[config.mk]
export PLATFORM = sky130hd
export DESIGN_NAME = mux4_rr_arbiter_flat
export DESIGN_NICKNAME = d
export VERILOG_FILES = /design/src/rtl/mux4_rr_arbiter_pkg.sv /design/src/rtl/mux4_rr_arbiter_if.sv /design/src/rtl/mux4_rr_arbiter_pick.sv /design/src/rtl/mux4_rr_arbiter.sv /design/src/flat_wrapper.sv
export SDC_FILE = /design/constraint.sdc
export NUM_CORES = 1
export LEC_CHECK = 0
export BUFFER_PORTS_ARGS = -buffer_cell sky130_fd_sc_hd__buf_4
export CAP_MARGIN = 20
export CORE_AREA = 2 2 47 66
export CTS_CLUSTER_DIAMETER = 150
export DETAILED_ROUTE_END_ITERATION = 10
export DIE_AREA = 0 0 49 68
export PLACE_DENSITY = 0.53
export SLEW_MARGIN = 0
export SYNTH_ARGS = -nofsm -noshare
export SYNTH_HDL_FRONTEND = slang
export SYNTH_SLANG_ARGS = --single-unit
[constraint.sdc]
create_clock -name clk -period 6.75 [get_ports clk]
set_input_delay 0.675 -clock clk [delete_from_list [all_inputs] [get_ports clk]]
set_output_delay 0.675 -clock clk [all_outputs]
set_load 0.05 [all_outputs]
[src/rtl/mux4_rr_arbiter_pkg.sv]
// Shared definitions for the 4:1 one-bit mux channel arbiter.
//   NUM_REQ  number of requesters sharing the channel
//   SEL_W    width of the mux select / requester index
//   state_t  arbiter FSM encoding (ST_IDLE, ST_GRANT)
//   onehot() index -> one-hot requester vector
package mux4_pkg;

  localparam int NUM_REQ = 4;
  localparam int SEL_W   = 2;

  typedef enum logic {
    ST_IDLE  = 1'b0,
    ST_GRANT = 1'b1
  } state_t;

  function automatic logic [NUM_REQ-1:0] onehot(input logic [SEL_W-1:0] idx);
    logic [NUM_REQ-1:0] v;
    v      = '0;
    v[idx] = 1'b1;
    return v;
  endfunction

endpackage

[src/rtl/mux4_rr_arbiter_if.sv]
// Bundle of the requester-facing signals of the shared mux channel.
//   req    requests, bit i = requester i
//   I      data bits, I[i] from requester i
//   grant  one-hot grant (0 when idle)
//   s      mux select = index of the granted requester
//   valid  1 while a grant is active
//   y      channel output, I[s] gated by valid
//
// Handshake: a requester holds req[i] high for as long as it wants the
// channel. A grant is seen one cycle after the request is sampled; grant[i]
// together with valid marks every cycle in which requester i owns y.
// There is no ready/back-pressure: dropping req[i] releases the channel at
// the next edge.
interface mux4_rr_arbiter_if;
  import mux4_pkg::*;

  logic [NUM_REQ-1:0] req;
  logic [NUM_REQ-1:0] I;
  logic [NUM_REQ-1:0] grant;
  logic [SEL_W-1:0]   s;
  logic               valid;
  logic               y;

  // Requester side
  modport master (
    output req, I,
    input  grant, s, valid, y
  );

  // Arbiter side
  modport slave (
    input  req, I,
    output grant, s, valid, y
  );

endinterface

[src/rtl/mux4_rr_arbiter_pick.sv]
// rr_pick4: combinational round-robin picker.
//   req    candidate request vector
//   ptr    highest-priority index; search order ptr, ptr+1, ... mod 4
//   found  1 when any bit of req is set
//   idx    first set index in search order (ptr when nothing found)
module rr_pick4
  import mux4_pkg::*;
(
  input  logic [NUM_REQ-1:0] req,
  input  logic [SEL_W-1:0]   ptr,
  output logic               found,
  output logic [SEL_W-1:0]   idx
);

  logic [SEL_W-1:0] cand;

  // Walk from the lowest priority back to ptr so that the highest-priority
  // hit is the last one written.
  always_comb begin
    found = 1'b0;
    idx   = ptr;
    cand  = '0;
    for (int k = NUM_REQ - 1; k >= 0; k--) begin
      cand = ptr + SEL_W'(k);
      if (req[cand]) begin
        found = 1'b1;
        idx   = cand;
      end
    end
  end

endmodule

[src/rtl/mux4_rr_arbiter.sv]
// mux4_rr_arbiter: round-robin arbiter and sequencer for the shared 4:1
// one-bit mux channel. Grants one requester at a time, drives the mux
// select and presents the owner's data bit on y. A burst limit forces the
// owner out after MAX_BURST consecutive cycles when others are waiting.
//   clk        rising-edge clock
//   rst        synchronous active-high reset
//   bus        channel signals (slave modport): req, I in; grant, s, valid, y out
//   state_dbg  current FSM state
//   ptr_dbg    current round-robin pointer
//   cnt_dbg    current burst counter
module mux4_rr_arbiter
  import mux4_pkg::*;
#(
  parameter int MAX_BURST = 4,
  parameter int CNT_W     = 3
) (
  input  logic                clk,
  input  logic                rst,
  mux4_rr_arbiter_if.slave    bus,
  output state_t              state_dbg,
  output logic [SEL_W-1:0]    ptr_dbg,
  output logic [CNT_W-1:0]    cnt_dbg
);

  localparam logic [CNT_W-1:0] CNT_MAX = CNT_W'(MAX_BURST - 1);

  state_t             state_q, state_n;
  logic [SEL_W-1:0]   ptr_q, ptr_n;
  logic [CNT_W-1:0]   cnt_q, cnt_n;
  logic [NUM_REQ-1:0] grant_q, grant_n;
  logic [SEL_W-1:0]   s_q, s_n;
  logic               valid_q, valid_n;

  logic [NUM_REQ-1:0] others;
  logic               owner_req;
  logic               at_limit;
  logic [NUM_REQ-1:0] pick_req;
  logic [SEL_W-1:0]   pick_ptr;
  logic               pick_found;
  logic [SEL_W-1:0]   pick_idx;

  // Requests other than the current owner; also the candidate set on a
  // release, which both covers the forced-out case and is harmless when the
  // owner has dropped its request anyway.
  assign others    = bus.req & ~onehot(s_q);
  assign owner_req = bus.req[s_q];
  assign at_limit  = (cnt_q == CNT_MAX);

  // One picker serves both the idle selection and the handover.
  always_comb begin
    if (state_q == ST_GRANT) begin
      pick_req = others;
      pick_ptr = s_q + 2'd1;
    end else begin
      pick_req = bus.req;
      pick_ptr = ptr_q;
    end
  end

  rr_pick4 u_pick (
    .req   (pick_req),
    .ptr   (pick_ptr),
    .found (pick_found),
    .idx   (pick_idx)
  );

  always_comb begin
    state_n = state_q;
    ptr_n   = ptr_q;
    cnt_n   = cnt_q;
    grant_n = grant_q;
    s_n     = s_q;
    valid_n = valid_q;
    case (state_q)
      ST_IDLE: begin
        if (pick_found) begin
          state_n = ST_GRANT;
          grant_n = onehot(pick_idx);
          s_n     = pick_idx;
          valid_n = 1'b1;
          cnt_n   = '0;
        end
      end
      ST_GRANT: begin
        if (owner_req && !(at_limit && (|others))) begin
          // Keep the grant; the counter saturates so a lone requester can
          // hold the channel indefinitely.
          if (!at_limit) cnt_n = cnt_q + 1'b1;
        end else begin
          ptr_n = s_q + 2'd1;
          cnt_n = '0;
          if (pick_found) begin
            // Same-edge handover, no idle bubble.
            grant_n = onehot(pick_idx);
            s_n     = pick_idx;
            valid_n = 1'b1;
          end else begin
            // s keeps its last value while idle.
            state_n = ST_IDLE;
            grant_n = '0;
            valid_n = 1'b0;
          end
        end
      end
      default: begin
        state_n = ST_IDLE;
        grant_n = '0;
        valid_n = 1'b0;
      end
    endcase
  end

  always_ff @(posedge clk) begin
    if (rst) begin
      state_q <= ST_IDLE;
      ptr_q   <= '0;
      cnt_q   <= '0;
      grant_q <= '0;
      s_q     <= '0;
      valid_q <= 1'b0;
    end else begin
      state_q <= state_n;
      ptr_q   <= ptr_n;
      cnt_q   <= cnt_n;
      grant_q <= grant_n;
      s_q     <= s_n;
      valid_q <= valid_n;
    end
  end

  assign bus.grant = grant_q;
  assign bus.s     = s_q;
  assign bus.valid = valid_q;
  assign bus.y     = bus.I[s_q] & valid_q;

  assign state_dbg = state_q;
  assign ptr_dbg   = ptr_q;
  assign cnt_dbg   = cnt_q;

endmodule

[src/flat_wrapper.sv]
// flat-port wrapper written by rule: the top's interface ports become plain ports
module mux4_rr_arbiter_flat import mux4_pkg::*;
#(
  parameter int MAX_BURST = 4,
  parameter int CNT_W     = 3
)
  (clk, rst, state_dbg, ptr_dbg, cnt_dbg, bus_req, bus_I, bus_grant, bus_s, bus_valid, bus_y);
  mux4_rr_arbiter_if bus_i ();
  input  logic clk;
  input  logic rst;
  output state_t state_dbg;
  output logic [SEL_W-1:0] ptr_dbg;
  output logic [CNT_W-1:0] cnt_dbg;
  input wire logic [$bits(bus_i.req)-1:0] bus_req;
  input wire logic [$bits(bus_i.I)-1:0] bus_I;
  output wire logic [$bits(bus_i.grant)-1:0] bus_grant;
  output wire logic [$bits(bus_i.s)-1:0] bus_s;
  output wire logic [$bits(bus_i.valid)-1:0] bus_valid;
  output wire logic [$bits(bus_i.y)-1:0] bus_y;
  assign bus_i.req = bus_req;
  assign bus_i.I = bus_I;
  assign bus_grant = bus_i.grant;
  assign bus_s = bus_i.s;
  assign bus_valid = bus_i.valid;
  assign bus_y = bus_i.y;
  mux4_rr_arbiter #(.MAX_BURST(MAX_BURST), .CNT_W(CNT_W)) u_core (.clk(clk), .rst(rst), .bus(bus_i), .state_dbg(state_dbg), .ptr_dbg(ptr_dbg), .cnt_dbg(cnt_dbg));
endmodule
Word-level counts from Yosys, hierarchy flattened --
Cells that the tools add are included.
Cells by class: mux-type cells 43, $add $sub $neg 5, reductions and logical operators 9, magnitude comparators 8, equality and inequality tests 4, bitwise gates (word level) 5
Operators by type and width (count):
- $lt 2x3->1 const B | 6
- $mux 1 | 16
- $mux 4 | 4
- $mux 2 | 7
- $bmux 1 s2 | 6
- $mux 3 | 3
- $pmux 4 s2 | 1
- $pmux 3 s2 | 1
- $reduce_and 2->1 | 3
- $add 2x1->2 const B | 2
- $add 2x2->2 const B | 2
- $and 4x4->4 | 1
- $demux 1 s2 | 2
- $ge 2x1->1 const B | 2
- $logic_and 1x1->1 | 4
- $not 4->4 | 1
- $pmux 1 s2 | 2
- $pmux 2 s2 | 1
- $reduce_or 4->1 | 1
- $add 3x1->3 const B | 1
- $eq 3x2->1 const B | 1
- $ne 3x3->1 const B | 1
- $ne 2x1->1 const B | 1
- $ne 2x2->1 const B | 1
- other kinds (3) | 4
Word-level totals: output and inout port bits 14, bits in registers 13, word-level logic and storage cells 80

Longest topological paths before layout --
Gate-level depths: netlist of run 1.
depth after elaboration 20, mapped depth 9, depth with buffers taken out 7

By module --
From an unflattened synthesis of run 1, not the netlist that was laid out.
Second synthesis, totals: cells, all modules 106, area, all modules 962.2 um^2
Modules (own cells, without submodules):
- mux4_rr_arbiter | area each 862.1 um^2, instances 1, cells an instance 90
- rr_pick4 | area each 100.1 um^2, instances 1, cells an instance 16

Worst setup path before layout of run 1 --
OpenSTA, ideal clock, no wires.
path kind reg-to-reg, start reg u_core.s_q[0] (netlist: u_core.bus.s[0]), end reg u_core.grant_q[1] (netlist: u_core.bus.grant[1]), path slack 4.235 ns, cell stages (with the launch flop) 9, clock period less this slack 2.515 ns, arrival time 2.430 ns, library setup time 0.084 ns, data required time 6.666 ns, path buffers 1, cell sequence dfxtp_1 > buf_6 > inv_1 > ha_1 > mux2_2 > nand2_1 > a21oi_1 > or4b_4 > o31ai_2
Between the ends: cells in the longest elaborated chain, start to end 20
RTL lines:
- start, declared | line mux4_rr_arbiter.sv:31 | logic [SEL_W-1:0] s_q, s_n;
- start signal, assigned | line mux4_rr_arbiter.sv:126 | s_q <= s_n;
- $lt 2x3->1 (implied by the code) or $ge 2x1->1 (tied branches) | line mux4_rr_arbiter_pkg.sv:19 | v[idx] = 1'b1;
- $logic_and 1x1->1 (implied by the code) | line mux4_rr_arbiter_pkg.sv:19
- $mux 1 (implied by the code) | line mux4_rr_arbiter_pkg.sv:19
- $demux 1 s2
- $not 4->4 | line mux4_rr_arbiter.sv:45 | assign others = bus.req & ~onehot(s_q);
- $and 4x4->4 | line mux4_rr_arbiter.sv:45
- $mux 4 | line mux4_rr_arbiter.sv:51 | if (state_q == ST_GRANT) begin
- $bmux 1 s2 | line mux4_rr_arbiter_pick.sv:25 | if (req[cand]) begin
- $mux 1 (implied by the code) | line mux4_rr_arbiter_pick.sv:25
- $mux 2 (4 in a row) | line mux4_rr_arbiter_pick.sv:25
- $lt 2x3->1 (implied by the code) or $ge 2x1->1 (tied branches) | line mux4_rr_arbiter_pkg.sv:19
- $logic_and 1x1->1 (implied by the code) | line mux4_rr_arbiter_pkg.sv:19
- $mux 1 (implied by the code) | line mux4_rr_arbiter_pkg.sv:19
- $demux 1 s2
- $mux 4 | line mux4_rr_arbiter.sv:92 | if (pick_found) begin
- $mux 4 | line mux4_rr_arbiter.sv:85 | if (owner_req && !(at_limit && (|others))) begin
- $pmux 4 s2 | line mux4_rr_arbiter.sv:74 | case (state_q)
- end signal, assigned | line mux4_rr_arbiter.sv:125 | grant_q <= grant_n;
- end, declared | line mux4_rr_arbiter.sv:30 | logic [NUM_REQ-1:0] grant_q, grant_n;
Several ways; a longest one is shown, not always the timed one. The select of a mux whose other input is x is not followed. A chain may end at the register's enable or synchronous reset.

Worst setup path in the final report of run 1 --
Ends and elaborated chain as after synthesis.

==> results_dict.tcl, run 1 <==
set metrics [dict create \
    rsz0062_at_grt "no" \
    yosys.area_share.simple 0.214 \
    synth_top_area_share 0.282 \
    syn_area_um2 923 \
    crit_end "u_core.bus.grant[1]" \
    slew_viol_final 0 \
    first_pass_iters 4 \
    max_stage_delay_ps 570 \
    htree_levels 1 \
    rows 23 \
    holdBufCountCts 0 \
    cp_num_cells 7 \
    synth.avg_cell_area_um2 9.42 \
    cts_setup_buffers 0 \
    grt_busiest_layer "met2" \
    crit_chain "inv_1 > ha_1 > a21boi_1 > or2_2 > o32ai_2 > or4b_4 > o31ai_2" \
    synth-async-reset-ratio 0 \
    numCtsBuffers 3 \
    layout_setup_ws_ps 4220 \
    clock_path_buffers 2 \
    synth_fa_ha_area_frac 0.0813 \
    vias_per_cell 5.08 \
    slowest_stage "dfxtp_1" \
    synth_commonest_cells "13 x dfxtp_1, 7 x nand2b_1, 6 x ha_1" \
    drcViolationCount 0 \
    crit_required_ps 6900 \
    vias 798 \
    synth-seq-cells 13 \
    critPathBufInv 1 \
    met1_usage 0.161 \
    rrSetupSlack_ps 4220 \
    grt_use_met3 0.0175 \
    antenna_found_initial 0 \
    worst_pin_slew_ps 708 \
    critPathTopFamily "simple AND/OR/NAND/NOR gates" \
    grt_use_met2 0.264 \
    globalRouteTotalUtil 0.141 \
    synth_top_family_by_area "compound AO/OA/AOI/OAI gates" \
    clk_latency_ps 240 \
    ys_types 38 \
    routed_wl_um 2080 \
    die_area_mm2 0.00333 \
    endpoint_kind "register" \
    worstPathArrival_ps 2680 \
    p_leak_nw 0.476 \
    ios 24 \
    drt_first_iter_violations 25 \
    period_needed_ps 2530 \
    num-nets-final 137 \
    critPathKind "register to register" \
    hpwlAfterDp_um 1640 \
    relSlewSlack 0.528 \
    drive_gt1_frac 0.342 \
    yosys-top-cells-area "dfxtp_1 28%, ha_1 8.1%, nand2b_1 4.7%, mux2i_1 4.3%, a21boi_1 4.1%" \
    finClkSkew_ps 4.82 \
    holdCritPathClass "register to register" \
    die_x_um 49 \
    portBuffers 23 \
    gr-total-overflow 0 \
    synth_edf_count 0 \
    die_y_um 68 \
    syn_inst 98 \
    hold_viol 0 \
    grt_pass1_wl_um 3680 \
    r2r_start "u_core.bus.s[0]" \
    ctsResizeCount 0 \
    drv_cap 0 \
    start_util 0.331 \
    finalCritPeriodShare 0.375 \
    gp_congestion 0.818 \
    grt_pass1_vias 806 \
    synth_compound_area_frac 0.266 \
    yosysMostFrequentCell "dfxtp_1" \
    worst-r2r-cell-count 7 \
    setup_violations 0 \
    fmax_mhz 396 \
    fill_cells 290 \
    ant_nets 0 \
    cp_max_fo 11 \
    synthMuxAreaShare 0.0921 \
    syn_to_final_growth_pct 24.5 \
    synthFlopType "dfxtp_1" \
    core-area_mm2 0.00279 \
    clkTransAtPathRegs_ps 50 \
    cts_tree "yes" \
    clock-sinks 13 \
    cp-start-kind "register" \
    grt_max_degree 21 \
    setup_tns_ps 0 \
    root_buffer "clkbuf_8" \
    syn_nets 114 \
    insertedDiodeCount 0 \
    status "complete, no violations" \
    irDropWorstVdd_v 0.000143 \
    synthXorXnorAreaFrac 0 \
    p_per_area_mw_per_mm2 293 \
    startpoint "u_core.bus.s[0]" \
    dpl_worst_slack_ps 4240 \
    synth_top_cell_by_area "dfxtp_1" \
    yosysWarnings 0 \
    yosysSeqAreaShare 0.282 \
    post_drt_wl_per_cell_um 13.3 \
    totalPowerFinal_w 0.000337 \
    timing.rr.end "u_core.bus.grant[1]" \
]
## report_power, final
part           internal, W  switching [W]  total (W)
logic            0.0000612       0.000104   0.000165
clock network    0.0000416      0.0000261  0.0000677
registers        0.0000891      0.0000148   0.000104
total             0.000192       0.000145   0.000337
## sequential cells by signal, indices dropped and copies added, names as in the netlist
name              cells
u_core.state_dbg      1
u_core.bus.grant      4
u_core.bus.valid      1
u_core.cnt_dbg        3
u_core.ptr_dbg        2
u_core.bus.s          2
## placed cells by master (no fill, tap or decap), types with 4 or more instances in the layout
| cell type | count |
|---|---|
| nand2b_1 | 7 |
| inv_1 | 5 |
| mux2i_1 | 4 |
| nor2_1 | 5 |
| nand2_1 | 4 |
| nand4b_1 | 4 |
| ha_1 | 6 |
| buf_4 | 23 |
| nor3_1 | 4 |
| a21boi_1 | 5 |
| a21oi_1 | 5 |
| dfxtp_1 | 13 |
## area by class of cell
type,count,area (µm²),area share
flip-flops and latches,13,260,0.226
repair buffers,23,173,0.150
well taps,37,46.3,0.0403
inverters,6,22.5,0.0196
clock buffers,4,45.0,0.0392
multi-input cells,74,603,0.524
## stage by stage
stage	cells	instance area (µm²)	hold slack [ps]	util
6_report	157	1150	467	0.412
3_5_place_dp	153	1100	462	0.396
3_3_place_gp	153	1100	471	0.396
5_1_grt	157	1150	522	0.412
4_1_cts	157	1150	470	0.412
2_1_floorplan	98	923	680	-
## metal layers
| layer | part of all wire | vias to the layer above |
|---|---|---|
| met5 | 0 | - |
| met3 | 0.030 | 4 |
| li1 | - | 407 |
| met1 | 0.45 | 372 |
| met2 | 0.51 | 15 |
| met4 | 0.015 | 0 |
## logic make-up after synthesis
| logic type | after synthesis |
|---|---|
| flip-flops | 13 |
| AND/OR/NAND/NOR | 33 |
| multiplexers | 7 |
| buffers and inverters | 11 |
| AO/OA/AOI/OAI | 28 |
| adder cells (fa/ha/maj) | 6 |
## worst register-to-register path, cell delays in order (launching register included)
cell	delay, ps
dfxtp_1	570
inv_1	180
ha_1	240
a21boi_1	280
or2_2	210
o32ai_2	170
or4b_4	560
o31ai_2	220
## how the worst min path moves through the flow
stage	from	end	cells after the start
2_1_floorplan	u_core.bus.valid	u_core.bus.valid	2
3_3_place_gp	u_core.bus.valid	u_core.bus.valid	2
3_5_place_dp	u_core.bus.valid	u_core.bus.valid	2
4_1_cts	u_core.bus.valid	u_core.bus.valid	2
5_1_grt	u_core.cnt_dbg[2]	u_core.cnt_dbg[2]	2
6_report	u_core.bus.valid	u_core.bus.valid	2
(Power assumes the default switching activity.)
==> run 2: changes to the inputs <==
Settings changed: PLACE_DENSITY 0.53 to 0.55.
Clock period 6.75 ns to 2.18 ns, I/O delays scaled along.
==> run 2 against run 1 <==
Effect of this change: combinational power increased to 3.6 times the previous value; core utilization increased by 4.0 points; clock power increased to 3.2 times the previous value; first-iteration DRC count decreased by 64%; die area unchanged; clock skew decreased by 3.6 ps; critical endpoint is now u_core.bus.grant[0]; largest cell class unchanged; largest power group unchanged.
==> results_dict.tcl, run 2 (same netlist as run 1, synthesis figures left out) <==
set metrics [dict create \
    gr-total-overflow 0 \
    numCtsBuffers 3 \
    final_cell_area_mm2 0.00126 \
    dpl_worst_slack_ps 37.9 \
    dpl-instance-area_mm2 0.00114 \
    drive_gt1_frac 0.450 \
    start_util 0.331 \
    grt_max_degree 21 \
    slew_viol_final 0 \
    p_leak_nw 0.539 \
    drt_first_iter_violations 9 \
    insertedDiodeCount 0 \
    ant_nets 0 \
    r2r_start "u_core.bus.s[0]" \
    worst-r2r-cell-count 7 \
    layout_common_cells "34 x buf_4, 9 x dfxtp_1, 7 x nand2b_1" \
    max_stage_delay_ps 390 \
    cts_tree "yes" \
    startpoint "u_core.bus.s[0]" \
    final_common_cell "buf_4" \
    worstPathArrival_ps 2240 \
    die_x_um 49 \
    clock-sinks 13 \
    first_pass_iters 3 \
    relSlewSlack 0.691 \
    gp_congestion 0.806 \
    die_area_mm2 0.00333 \
    clk_latency_ps 240 \
    largest_reg_flops 4 \
    holdPathStages 2 \
    layout_setup_ws_ps 69.3 \
    setup_violations 0 \
    finClkSkew_ps 1.24 \
    crit_required_ps 2310 \
    routed_wl_um 2060 \
    multi_input_area_um2 622 \
    fmax_mhz 474 \
    num-nets-final 148 \
    period_needed_ps 2110 \
    worst_pin_slew_ps 463 \
    drcViolationCount 0 \
    antenna_found_initial 0 \
    vias 842 \
    crit_chain "inv_2 > ha_1 > mux2_4 > buf_4 > o2111a_1 > or2_1 > o41ai_1" \
    p_per_area_mw_per_mm2 890 \
    holdCritPathClass "input port to register" \
    core-area_mm2 0.00279 \
    rows 23 \
    cp-start-kind "register" \
    endpoint_kind "register" \
    grt_pass1_wl_um 3280 \
    drv_cap 0 \
    critPathKind "register to register" \
    slowest_stage "dfxtp_4" \
    die_y_um 68 \
    hold_viol 0 \
    hpwlAfterDp_um 1600 \
    min_from "rst" \
    globalRouteTotalUtil 0.127 \
    clock_path_buffers 2 \
    seq_area_um2 270 \
    vias_per_cell 5.01 \
    clkTransAtPathRegs_ps 50 \
    cp_max_fo 8 \
    syn_to_final_growth_pct 36.6 \
    grt_pass1_vias 759 \
    portBuffers 23 \
    fill_cells 286 \
    irDropWorstVdd_v 0.000445 \
    htree_levels 1 \
    status "complete, no violations" \
    post_drt_wl_per_cell_um 12.3 \
    finalCritPeriodShare 0.968 \
    ios 24 \
    root_buffer "clkbuf_8" \
]
-- run 2: changes by cell type in the layout (fill, tap and decap cells not counted), moves of 2 or more --
cell | previous run | this run
buf_4 | 23 | 34
dfxtp_1 | 13 | 9
dfxtp_2 | 0 | 2
dfxtp_4 | 0 | 2
-- run 2: path summary, 6_finish.rpt --
kind,endpoint,slack [ps]
max,u_core.bus.grant[0],70
min,u_core.bus.s[0],280
max reg2reg,u_core.bus.grant[0],70
min reg2reg,u_core.bus.valid,470
-- run 2: metal layers --
| metal | vias up | GRT usage | routed length, µm | share of wire |
|---|---|---|---|---|
| li1 | 432 | - | - | - |
| met1 | 393 | 0.149 | 940 | 0.46 |
| met2 | 13 | 0.221 | 1020 | 0.50 |
| met3 | 4 | 0.0197 | 66 | 0.032 |
| met4 | 0 | 0.0750 | 30 | 0.015 |
| met5 | - | 0 | 0 | 0 |
-- run 2: worst max-delay path: cells and delay by family (launching register included) --
kind / cells / cell delay [ps]
flops: 1 / 390
fa+ha+maj: 1 / 310
buf+inv: 2 / 200
compound gates: 2 / 540
simple gates: 1 / 260
mux: 1 / 290
-- run 2: area by class of cell --
class / instances / share of cell area
inverters: 6 / 0.0179
well taps: 37 / 0.0367
flip-flops and latches: 13 / 0.214
repair buffers: 34 / 0.202
multi-input cells: 74 / 0.493
clock buffers: 4 / 0.0357
-- run 2: stage by stage --
stage / util / hold WS, ps / power, W / cells / TNS, ps
CTS: 0.426 / 266 / 0.00108 / 160 / 0
detailed placement: 0.410 / 469 / 0.000859 / 156 / 0
floorplan: - / 393 / 0.000732 / 98 / 0
global route: 0.452 / 295 / 0.00119 / 168 / -1.60
finish: 0.452 / 278 / 0.00112 / 168 / 0
global placement: 0.410 / 459 / 0.000861 / 156 / 0
-- run 2: where the power goes --
group	total (W)	internal [W]	switching, W	leakage (nW)
Sequential	0.000319	0.000281	0.0000378	0.109
Clock	0.000216	0.000129	0.0000864	0.0228
Combinational	0.000588	0.000245	0.000343	0.407
Total	0.00112	0.000655	0.000467	0.539
-- run 2: timing repair --
item                                    4_1_cts  5_1_grt
buffers inserted                              0        8
endpoints found under the setup margin        0        2
resized for setup                             0        2
hold buffers                                  0        0
hold endpoints to repair                      0        0
